<file path="src/rtl/imm_gen_stage.sv">
// imm_gen_stage: pipelined immediate generator for the decode stage.
//
// Decodes the immediate of a 32-bit RV instruction according to a 3-bit
// format select, sign-extends it to XLEN and delivers it one cycle later
// together with a sideband tag through a 2-entry skid buffer (main register M
// plus skid register K).
//
// Optional feature macro: IMM_GEN_ZIMM_EN
//   defined     -> immsrc 101 selects the CSR zimm format (zero-extended
//                  instr[19:15])
//   not defined -> immsrc 101 is an illegal select
//
// Parameters:
//   XLEN  - output immediate width, 32 or 64
//   TAG_W - sideband tag width
//
// Ports:
//   clk, rst_n   - rising-edge clock, asynchronous active-low reset
//   flush        - synchronous flush, empties the stage
//   in_valid     - upstream offers an instruction
//   in_ready     - stage can accept this cycle (depends on state only)
//   in_instr     - instruction word
//   in_immsrc    - immediate format select
//   in_tag       - sideband tag
//   out_valid    - out_immext/out_tag/out_err are valid
//   out_ready    - downstream accepts
//   out_immext   - extended immediate
//   out_tag      - tag of the same entry
//   out_err      - entry had an illegal immsrc

module imm_gen_stage #(
    parameter int unsigned XLEN  = 32,
    parameter int unsigned TAG_W = 5
) (
    input  logic             clk,
    input  logic             rst_n,
    input  logic             flush,
    input  logic             in_valid,
    output logic             in_ready,
    input  logic [31:0]      in_instr,
    input  logic [2:0]       in_immsrc,
    input  logic [TAG_W-1:0] in_tag,
    output logic             out_valid,
    input  logic             out_ready,
    output logic [XLEN-1:0]  out_immext,
    output logic [TAG_W-1:0] out_tag,
    output logic             out_err
);

    typedef enum logic [1:0] {
        StEmpty = 2'd0,
        StOne   = 2'd1,
        StFull  = 2'd2
    } state_e;

    state_e state_q;

    logic [31:0]      imm32;
    logic             imm_err;
    logic [XLEN-1:0]  imm_ext;

    logic [XLEN-1:0]  m_imm_q, k_imm_q;
    logic [TAG_W-1:0] m_tag_q, k_tag_q;
    logic             m_err_q, k_err_q;

    logic accept;
    logic pop;

    // ------------------------------------------------------------------
    // Combinational immediate decode
    // ------------------------------------------------------------------
    always_comb begin
        imm32   = '0;
        imm_err = 1'b0;
        case (in_immsrc)
            3'b000: imm32 = {{20{in_instr[31]}}, in_instr[31:20]};
            3'b001: imm32 = {{20{in_instr[31]}}, in_instr[31:25], in_instr[11:7]};
            3'b010: imm32 = {{19{in_instr[31]}}, in_instr[31], in_instr[7],
                             in_instr[30:25], in_instr[11:8], 1'b0};
            3'b011: imm32 = {in_instr[31:12], 12'b0};
            3'b100: imm32 = {{11{in_instr[31]}}, in_instr[31], in_instr[19:12],
                             in_instr[20], in_instr[30:21], 1'b0};
`ifdef IMM_GEN_ZIMM_EN
            3'b101: imm32 = {27'b0, in_instr[19:15]};
`endif
            default: begin
                imm32   = '0;
                imm_err = 1'b1;
            end
        endcase
    end

    // zimm has bit 31 clear, so sign-extension already yields its zero-extension.
    if (XLEN > 32) begin : g_wide
        assign imm_ext = {{(XLEN-32){imm32[31]}}, imm32};
    end else begin : g_narrow
        assign imm_ext = imm32;
    end

    // ------------------------------------------------------------------
    // Handshake
    // ------------------------------------------------------------------
    assign out_valid = (state_q != StEmpty);
    assign in_ready  = (state_q != StFull);
    assign accept    = in_valid & in_ready;
    assign pop       = out_valid & out_ready;

    assign out_immext = m_imm_q;
    assign out_tag    = m_tag_q;
    assign out_err    = m_err_q;

    // ------------------------------------------------------------------
    // Skid buffer state machine and storage
    // ------------------------------------------------------------------
    always_ff @(posedge clk or negedge rst_n) begin
        if (!rst_n) begin
            state_q <= StEmpty;
            m_imm_q <= '0;
            m_tag_q <= '0;
            m_err_q <= 1'b0;
            k_imm_q <= '0;
            k_tag_q <= '0;
            k_err_q <= 1'b0;
        end else if (flush) begin
            // Entries are invalidated; stale data in M/K is never presented as valid.
            state_q <= StEmpty;
        end else begin
            case (state_q)
                StEmpty: begin
                    if (accept) begin
                        m_imm_q <= imm_ext;
                        m_tag_q <= in_tag;
                        m_err_q <= imm_err;
                        state_q <= StOne;
                    end
                end
                StOne: begin
                    if (accept && pop) begin
                        m_imm_q <= imm_ext;
                        m_tag_q <= in_tag;
                        m_err_q <= imm_err;
                    end else if (accept) begin
                        k_imm_q <= imm_ext;
                        k_tag_q <= in_tag;
                        k_err_q <= imm_err;
                        state_q <= StFull;
                    end else if (pop) begin
                        state_q <= StEmpty;
                    end
                end
                StFull: begin
                    // in_ready is low here, so only the drain path exists.
                    if (pop) begin
                        m_imm_q <= k_imm_q;
                        m_tag_q <= k_tag_q;
                        m_err_q <= k_err_q;
                        state_q <= StOne;
                    end
                end
                default: state_q <= StEmpty;
            endcase
        end
    end

endmodule

</file>
<file path="config.mk">
export PLATFORM = sky130hd
export DESIGN_NAME = imm_gen_stage
export DESIGN_NICKNAME = d
export VERILOG_FILES = /design/src/rtl/imm_gen_stage.sv
export SDC_FILE = /design/constraint.sdc
export NUM_CORES = 1
export LEC_CHECK = 0
export BUFFER_PORTS_ARGS = -buffer_cell sky130_fd_sc_hd__buf_2
export CAP_MARGIN = 20
export CORE_MARGIN = 3
export CORE_UTILIZATION = 45
export DETAILED_ROUTE_END_ITERATION = 10
export PLACE_DENSITY_LB_ADDON = 0.3
export SLEW_MARGIN = 20
export SYNTH_ARGS = -nofsm -noshare
export SYNTH_HDL_FRONTEND = slang
export SYNTH_SLANG_ARGS = --single-unit
</file>
<file path="constraint.sdc">
create_clock -name clk -period 3.9 [get_ports clk]
set_input_delay 0.195 -clock clk [delete_from_list [all_inputs] [get_ports clk]]
set_output_delay 0.195 -clock clk [all_outputs]
set_load 0.1 [all_outputs]
</file>
==> results of run 1 <==
per-layer routing:
layer | GRT usage, % | vias to the layer above | routed length (um)
met5 | 0 | - | 0
met4 | 6.71 | 0 | 98
met2 | 30.8 | 99 | 4270
li1 | - | 1581 | -
met1 | 27.3 | 1562 | 4160
met3 | 4.14 | 9 | 573
metrics by stage:
stage               util (%)  total power, mW  instances
floorplan                  -             1.86        413
global placement        52.1             2.03        563
detailed placement      52.1             2.05        563
CTS                     54.6             2.66        579
global route            54.6             2.77        579
finish                  54.6             2.64        579
critical path: cells and delay by family, from the launching register on:
kind | cells | cell delay (ps)
and+or+nand+nor | 1 | 670
DFF | 1 | 470
buffers and inverters | 2 | 770
synthesized netlist by cell type, types with 2 or more instances:
library cell and n:
nand3_1 7, o21a_1 3, nand2b_1 2, buf_6 4
buf_2 18, nor2_1 31, mux2_2 6, and3_1 13
a31oi_1 25, nor2b_1 4, a22o_1 11, dfrtp_1 78
nand2_1 82, a21oi_1 31, o31a_1 2, buf_4 4
clkbuf_1 4, a21o_1 8, o21ai_0 39, a221oi_1 8
nor3b_2 3, o21ai_1 9
flip-flops by register name, indices dropped and copies added (netlist names):
name	cells
out_immext	32
k_tag_q	5
k_imm_q	32
state_q	2
out_err	1
k_err_q	1
out_tag	5
kinds of logic after synthesis:
family,Yosys count
simple gates,152
compound gates,142
flops,78
buf+inv,33
mux,7
xor+xnor,1
worst max-delay path by stage:
stage / from / end / depth (start not counted)
floorplan: state_q[1] / out_immext[31] / 5
detailed placement: state_q[1] / out_immext[3] / 3
global route: state_q[1] / in_ready / 3
global placement: state_q[1] / k_imm_q[11] / 4
CTS: state_q[1] / in_ready / 3
finish: state_q[1] / in_ready / 3
area by class of cell:
class | instances | share of cell area, %
Sequential cell | 78 | 44.9
Multi-Input combinational cell | 302 | 38.2
Timing Repair Buffer | 79 | 9.26
Clock buffer | 10 | 3.16
Tap cell | 102 | 2.93
Clock inverter | 6 | 1.41
Inverter | 2 | 0.173
power groups by stage:
stage / sequential [mW] / combinational [mW] / clock, mW
after detailed placement: 1.09 / 0.960 / 0
after global placement: 1.08 / 0.948 / 0
after floorplan: 1.61 / 0.259 / 0
final: 1.07 / 0.954 / 0.613
after CTS: 1.07 / 0.961 / 0.627
after global routing: 1.09 / 1.02 / 0.660
==> run summary, run 1 <==
The number of flip-flops and latches in the synthesized netlist came out at between 70 and 80. The remaining antenna violation count came out at 0. Clock tree synthesis found a total of 78 sinks.

The die covers ~9600 um2. The worst setup timing slack at the placement stage came out at roughly 1600 ps. The synthesized netlist devotes a little under a fifth of its cell area to simple gates. In this run the critical register-to-register path is launched from state_q[1]. The total negative slack came out at 0 ps. The area growth from synthesis to layout is 14.4%. The clock latency reported for the late side of the worst-skew pair is roughly 350 ps.

The area share of the largest cell type after synthesis is between 50% and 60%. The proportion of synthesized area in mux cells is approximately 2.0%. The hold violation count in the final report is 6. In the synthesized netlist the dominant register cell turns out to be dfrtp_1.

The post-CTS clock slew at the launch and capture registers of the worst setup and hold paths is 90 ps. The final net count came out at between 500 and 600. The clock passes through at most 2 buffers. The minimum setup slack in the final design came out at approximately 1400 ps. The portion of the post-synthesis area used by sequential elements is 51.3%. The length of the first detailed-routing pass in iterations is 4. The region available for standard cell placement spans between 7000 and 8000 um2. The power per cell area is 607 nW/um2.

The total I/O pin count is 85. The worst-case IR drop observed on VDD is approximately 0.34 mV. The slowest cell on the critical path is nor2b_4. The largest fanout on the critical path is 32. The sequential cell fraction of total power is between 40% and 50%. The post-detailed-route via-to-cell ratio came out at 5.61. The largest stage delay on the critical path came out at ~670 ps. The total nets after synthesis came out at 458. The cell count after synthesis is between 400 and 500. The library cell used as clock root buffer is clkbuf_8. After clock tree synthesis, the flow added hold-fix buffers numbering 0. Sorting the synthesized cells by area gives the leading types as dfrtp_1, nand2_1, o21ai_0.

The slew of the pin with the lowest slew margin came out at between 900 and 1000 ps. Port buffering added 77 buffers. The share of total power dissipated in the clock network is between 20% and 30%. The count of vias placed by the detailed router is about 3300. The worst endpoint data arrival time came out at 2270 ps. The post-synthesis cell type count is 43. The data required time of the worst path is approximately 3700 ps. The switching power as a share of total power came out at a little over two fifths. The path type of the worst min-delay path is input port to asynchronous set/reset pin. The type of the worst setup path is flip-flop to output pin. The critical path launch point type is a flip-flop. The cell area after synthesis came out at between 3000 and 4000 um2.

In this run the critical register-to-register path is captured at k_imm_q[11]. The buffer count from post-CTS setup fixing is 0. In this run the cell area measured after placement is 4150 um2. The total track usage came out at between 10% and 20%.

The final setup violation count came out at 0. The remaining global-route overflow came out at 0. Setup repair after global routing left no endpoint under its margin.

The area of the multi-input gates came out at roughly 1700 um2. The worst hold slack across all endpoints came out at -22.0 ps. The clock period minus final worst setup slack came out at about 2500 ps. The relative max-transition margin is 34.5%. The achievable clock frequency came out at around 410 MHz. The number of rows created at floorplan came out at 32. The number of DRC violations after detailed routing is 0.

The standby leakage power is 2.11 nW. The final routed wire length divided by cell count came out at around 16 um. The share of flip-flops with an asynchronous set or reset after synthesis came out at 100%.

The category of the worst setup path capture point is an output pin. The worst path uses ~63% of the clock period. The count of inserted antenna diode cells came out at 0. The final design instance area without fill came out at ~4400 um2.

The overall die height is a little under 100 um. The count of yosys warnings during synthesis is 0. The count of flip-flops with a built-in enable after synthesis came out at 0. The share of total power in combinational logic is 36.2%. The post-route clock skew came out at 14.4 ps. Cells with a size suffix above 1 make up a little under a quarter of the layout.

The run finished, with violations left. The library cells used most frequently in the layout, excluding fill and tap cells, are nand2_1, dfrtp_1, buf_2. The storage element area is 1950 um2. The via count of the first global-routing pass came to roughly 3200. The number of antenna violations at the first check in global routing came out at 0. The filler cell count is 758. The DRC violation total after the first TritonRoute iteration is ~150. The total count of max-transition violations in the final report was 0. The routed wire length came out at 9110 um. The cell type with the largest total area after synthesis is dfrtp_1.

The number of CTS-inserted buffers came out at 9. After Yosys synthesis, XOR and XNOR cells account for 0.230% of the synthesized area. The register-to-register path setup slack came out at roughly 1600 ps.

The starting density of the core came out at a little under half. The checks that failed: negative hold slack. Summing the areas of all compound-gate instances in the mapped netlist gives 23.0% of the synthesized area. The number of cells upsized or downsized after cts is 0. The count of H-tree levels built during CTS is 3. The cell count of the worst reg-to-reg path came out at 4. The weighted congestion reported at the end of routability-driven placement came out at between 0.8 and 0.9. The adder-cell share of the synthesized area is 0%. The library cell used most frequently in the layout, excluding fill and tap cells, is nand2_1. The floorplan step set the die width to 97.9 um. Entering global routing, the biggest net connects 79 pins.

The wire length of the first global-routing pass is roughly 15000 um. By area, the combinational part of the netlist is dominated by compound AO/OA/AOI/OAI gates. The number of violations of the max-capacitance limit came out at 0. Traced cell by cell, the critical path runs through nor2b_4 > inv_2 > buf_2. The internal power of the cells is roughly 1.5 mW.

The HPWL after detailed placement is a little over 6000 um. The switching power total came out at 1.16 mW. TritonCTS built the clock tree. The average cell area after synthesis came out at slightly above 9 um2.
(Power assumes the default switching activity.)
==> run 2, diff against run 1 <==
clock period = 2.2 ns   (was 3.9 ns; I/O delays follow)
==> run 2 against run 1 <==
Critical path type unchanged; the flow now finishes without violations; global-route usage is 0.54 points higher; clock power grew 63%; via count up 3.2%; die area unchanged; register-to-register slack got worse by 1200 ps; cell area is 3.8% higher; combinational power increased by 82%; clock skew is 6.4 ps lower; non-clock buffer count increased by 19.
==> run summary, run 2 (synthesized netlist as in run 1, its figures left out) <==
The clock latency reported for the late side of the worst-skew pair came to 360 ps (was 350 ps). The maximum number of pins on one net before global-route repair is 49 (was 79). The area of the multi-input gates is 1660 um2 (about the same). The filler cell count came out at 748 (was 758).

The storage element area is 1950 um2 (unchanged). The routed wire length is 9280 um (was 9110 um). The area of the die came to 9590 um2 (unchanged). The number of buffers added on ports is 77 (unchanged). The count of vias placed by the detailed router came out at 3355 (was 3251). CP Cell Sequence: nor2b_4 > inv_2 > buf_2 (unchanged). The chip width is 97.9 um (unchanged). The critical path launch point type was a flip-flop (unchanged).

The standby leakage power came to 2.19 nW (was 2.11 nW). The clock period minus final worst setup slack came out at around 2000 ps. The relative max-transition margin came out at 57.8% (was 34.5%). The number of antenna violations at the first check in global routing came out at 0 (unchanged).

The worst endpoint data arrival time is 1850 ps (was 2270 ps). The achievable clock frequency came out at between 500 and 600 MHz. The post-detailed-route via-to-cell ratio is 5.61 (about the same). The total count of max-transition violations in the final report is 0 (unchanged).

The final setup violation count came out at 0 (unchanged). The maximum clock insertion buffer count came out at 2 (unchanged). The family with the most delay on the worst path was buffers and inverters (unchanged). The hold violation count in the final report is 0 (was 6). The total negative slack came to 0 ps (unchanged). The starting density of the core is 47.7% (unchanged). The clock net sink count was 78 (unchanged). The length of the first detailed-routing pass in iterations came to 4 (unchanged). Leading cell types in the layout, fill and taps excluded: nand2_1, dfrtp_1, buf_2 (unchanged). The remaining global-route overflow was 0 (unchanged). The remaining antenna violation count is 0 (unchanged).

The type of the worst setup path is flip-flop to output pin (unchanged). The number of buffers and inverters on the critical path is 2 (unchanged). The total track usage is 20.2% (was 19.7%). The category of the worst setup path capture point is an output pin (unchanged). The TritonCTS clock tree is built (unchanged). The final net count is 536 (was 517). The number of rows created at floorplan is 32 (unchanged). The data required time of the worst path came to 2090 ps (was 3700 ps). The weighted congestion reported at the end of routability-driven placement is 0.807 (was 0.816). The number of DRC violations after detailed routing was 0 (unchanged). The worst ir drop on vdd is 0.560 mV (was 0.345 mV). The post-CTS clock slew at the launch and capture registers of the worst setup and hold paths is 80 ps (was 90 ps). The count of inserted antenna diode cells came out at 0 (unchanged).

The via count of the first global-routing pass came out at 3246 (was 3164). The worst hold slack across all endpoints is 31.0 ps (was -22.0 ps). The total I/O pin count is 85 (unchanged).

The most common cell after layout, fill and taps aside is nand2_1 (unchanged). The post-route clock skew was 8.07 ps (was 14.4 ps). Status: complete, no violations (was complete, but fails checks). The share of the clock period used by the worst path is 89.3%.

Setup repair after global routing missed its margin: false (unchanged). The count of H-tree levels built during CTS came to 3 (unchanged). The largest stage delay on the critical path was 510 ps (was 670 ps). The core footprint came out at 7970 um2 (unchanged).

The DRC violation total after the first TritonRoute iteration came out at 232 (was 152). The final routed wire length divided by cell count was 15.5 um (was 15.7 um). The number of CTS-inserted buffers was 9 (unchanged). The slew of the pin with the lowest slew margin came out at 634 ps (was 979 ps). The number of violations of the max-capacitance limit was 0 (unchanged). The wire length of the first global-routing pass was 15800 um (was 15500 um). The slowest cell on the critical path is buf_2 (was nor2b_4). The HPWL after detailed placement is 6440 um (was 6080 um). The register-to-register path setup slack came out at 390 ps (was 1570 ps). The library cell used as clock root buffer is clkbuf_8 (unchanged).

The path type of the worst min-delay path is input port to flip-flop (was input port to asynchronous set/reset pin). The overall die height is 97.9 um (unchanged). The share of layout cells above drive strength 1 is 24.6% (was 23.3%). The power per cell area is 1030 nW/um2 (was 607 nW/um2).

The area growth from synthesis to layout was 18.7% (was 14.4%). The largest fanout on the critical path came out at 27 (was 32).
run 2: metal layers:
layer / wire length (um) / GRT usage (%) / up-vias / part of all wire [%]
met2: 4330 / 30.3 / 117 / 47
met5: 0 / 0 / - / 0
met1: 4280 / 29.0 / 1612 / 46
met4: 115 / 7.24 / 0 / 1.2
met3: 556 / 4.50 / 10 / 6.0
li1: - / - / 1616 / -
run 2: path summary, 6_finish.rpt:
check / startpoint / endpoint / depth (start not counted)
setup / recovery: state_q[1] / in_ready / 3
hold / removal: in_instr[25] / k_imm_q[25] / 3
setup reg to reg: state_q[1] / k_imm_q[20] / 5
hold reg to reg: k_imm_q[16] / k_imm_q[16] / 1
max in group asynchronous: rst_n / out_immext[18] / 3
min in group asynchronous: rst_n / out_immext[26] / 2
run 2: repair_timing:
action	4_1_cts	5_1_grt
hold endpoints to repair	57	0
gates resized for setup	0	0
hold buffers	7	0
setup buffers	0	0
run 2: report_power, final:
group          switching [mW]  internal, mW
Combinational            1.37         0.371
Clock                   0.583         0.421
Sequential              0.153          1.74
run 2: tightest hold or removal path: stages:
cell and delay [ps]:
buf_2 100, nand2_1 70, a21oi_1 60
run 2: area by class of cell:
cell class	count	share of cell area (%)
sequential	78	43.2
multi-input combinational	302	36.8
clock inverter	7	1.27
timing repair buffer	98	13.0
tap	102	2.83
inverter	2	0.166
clock buffer	9	2.74
run 2: per-stage QoR:
stage	util, %	worst slack (ps)	std cells	area [um2]	power [mW]
2_1_floorplan	-	672	413	3800	3.31
5_1_grt	56.7	143	598	4520	4.86
3_3_place_gp	53.5	468	575	4270	3.62
3_5_place_dp	53.5	426	575	4270	3.66
4_1_cts	56.7	228	598	4520	4.67
6_report	56.7	236	598	4520	4.63
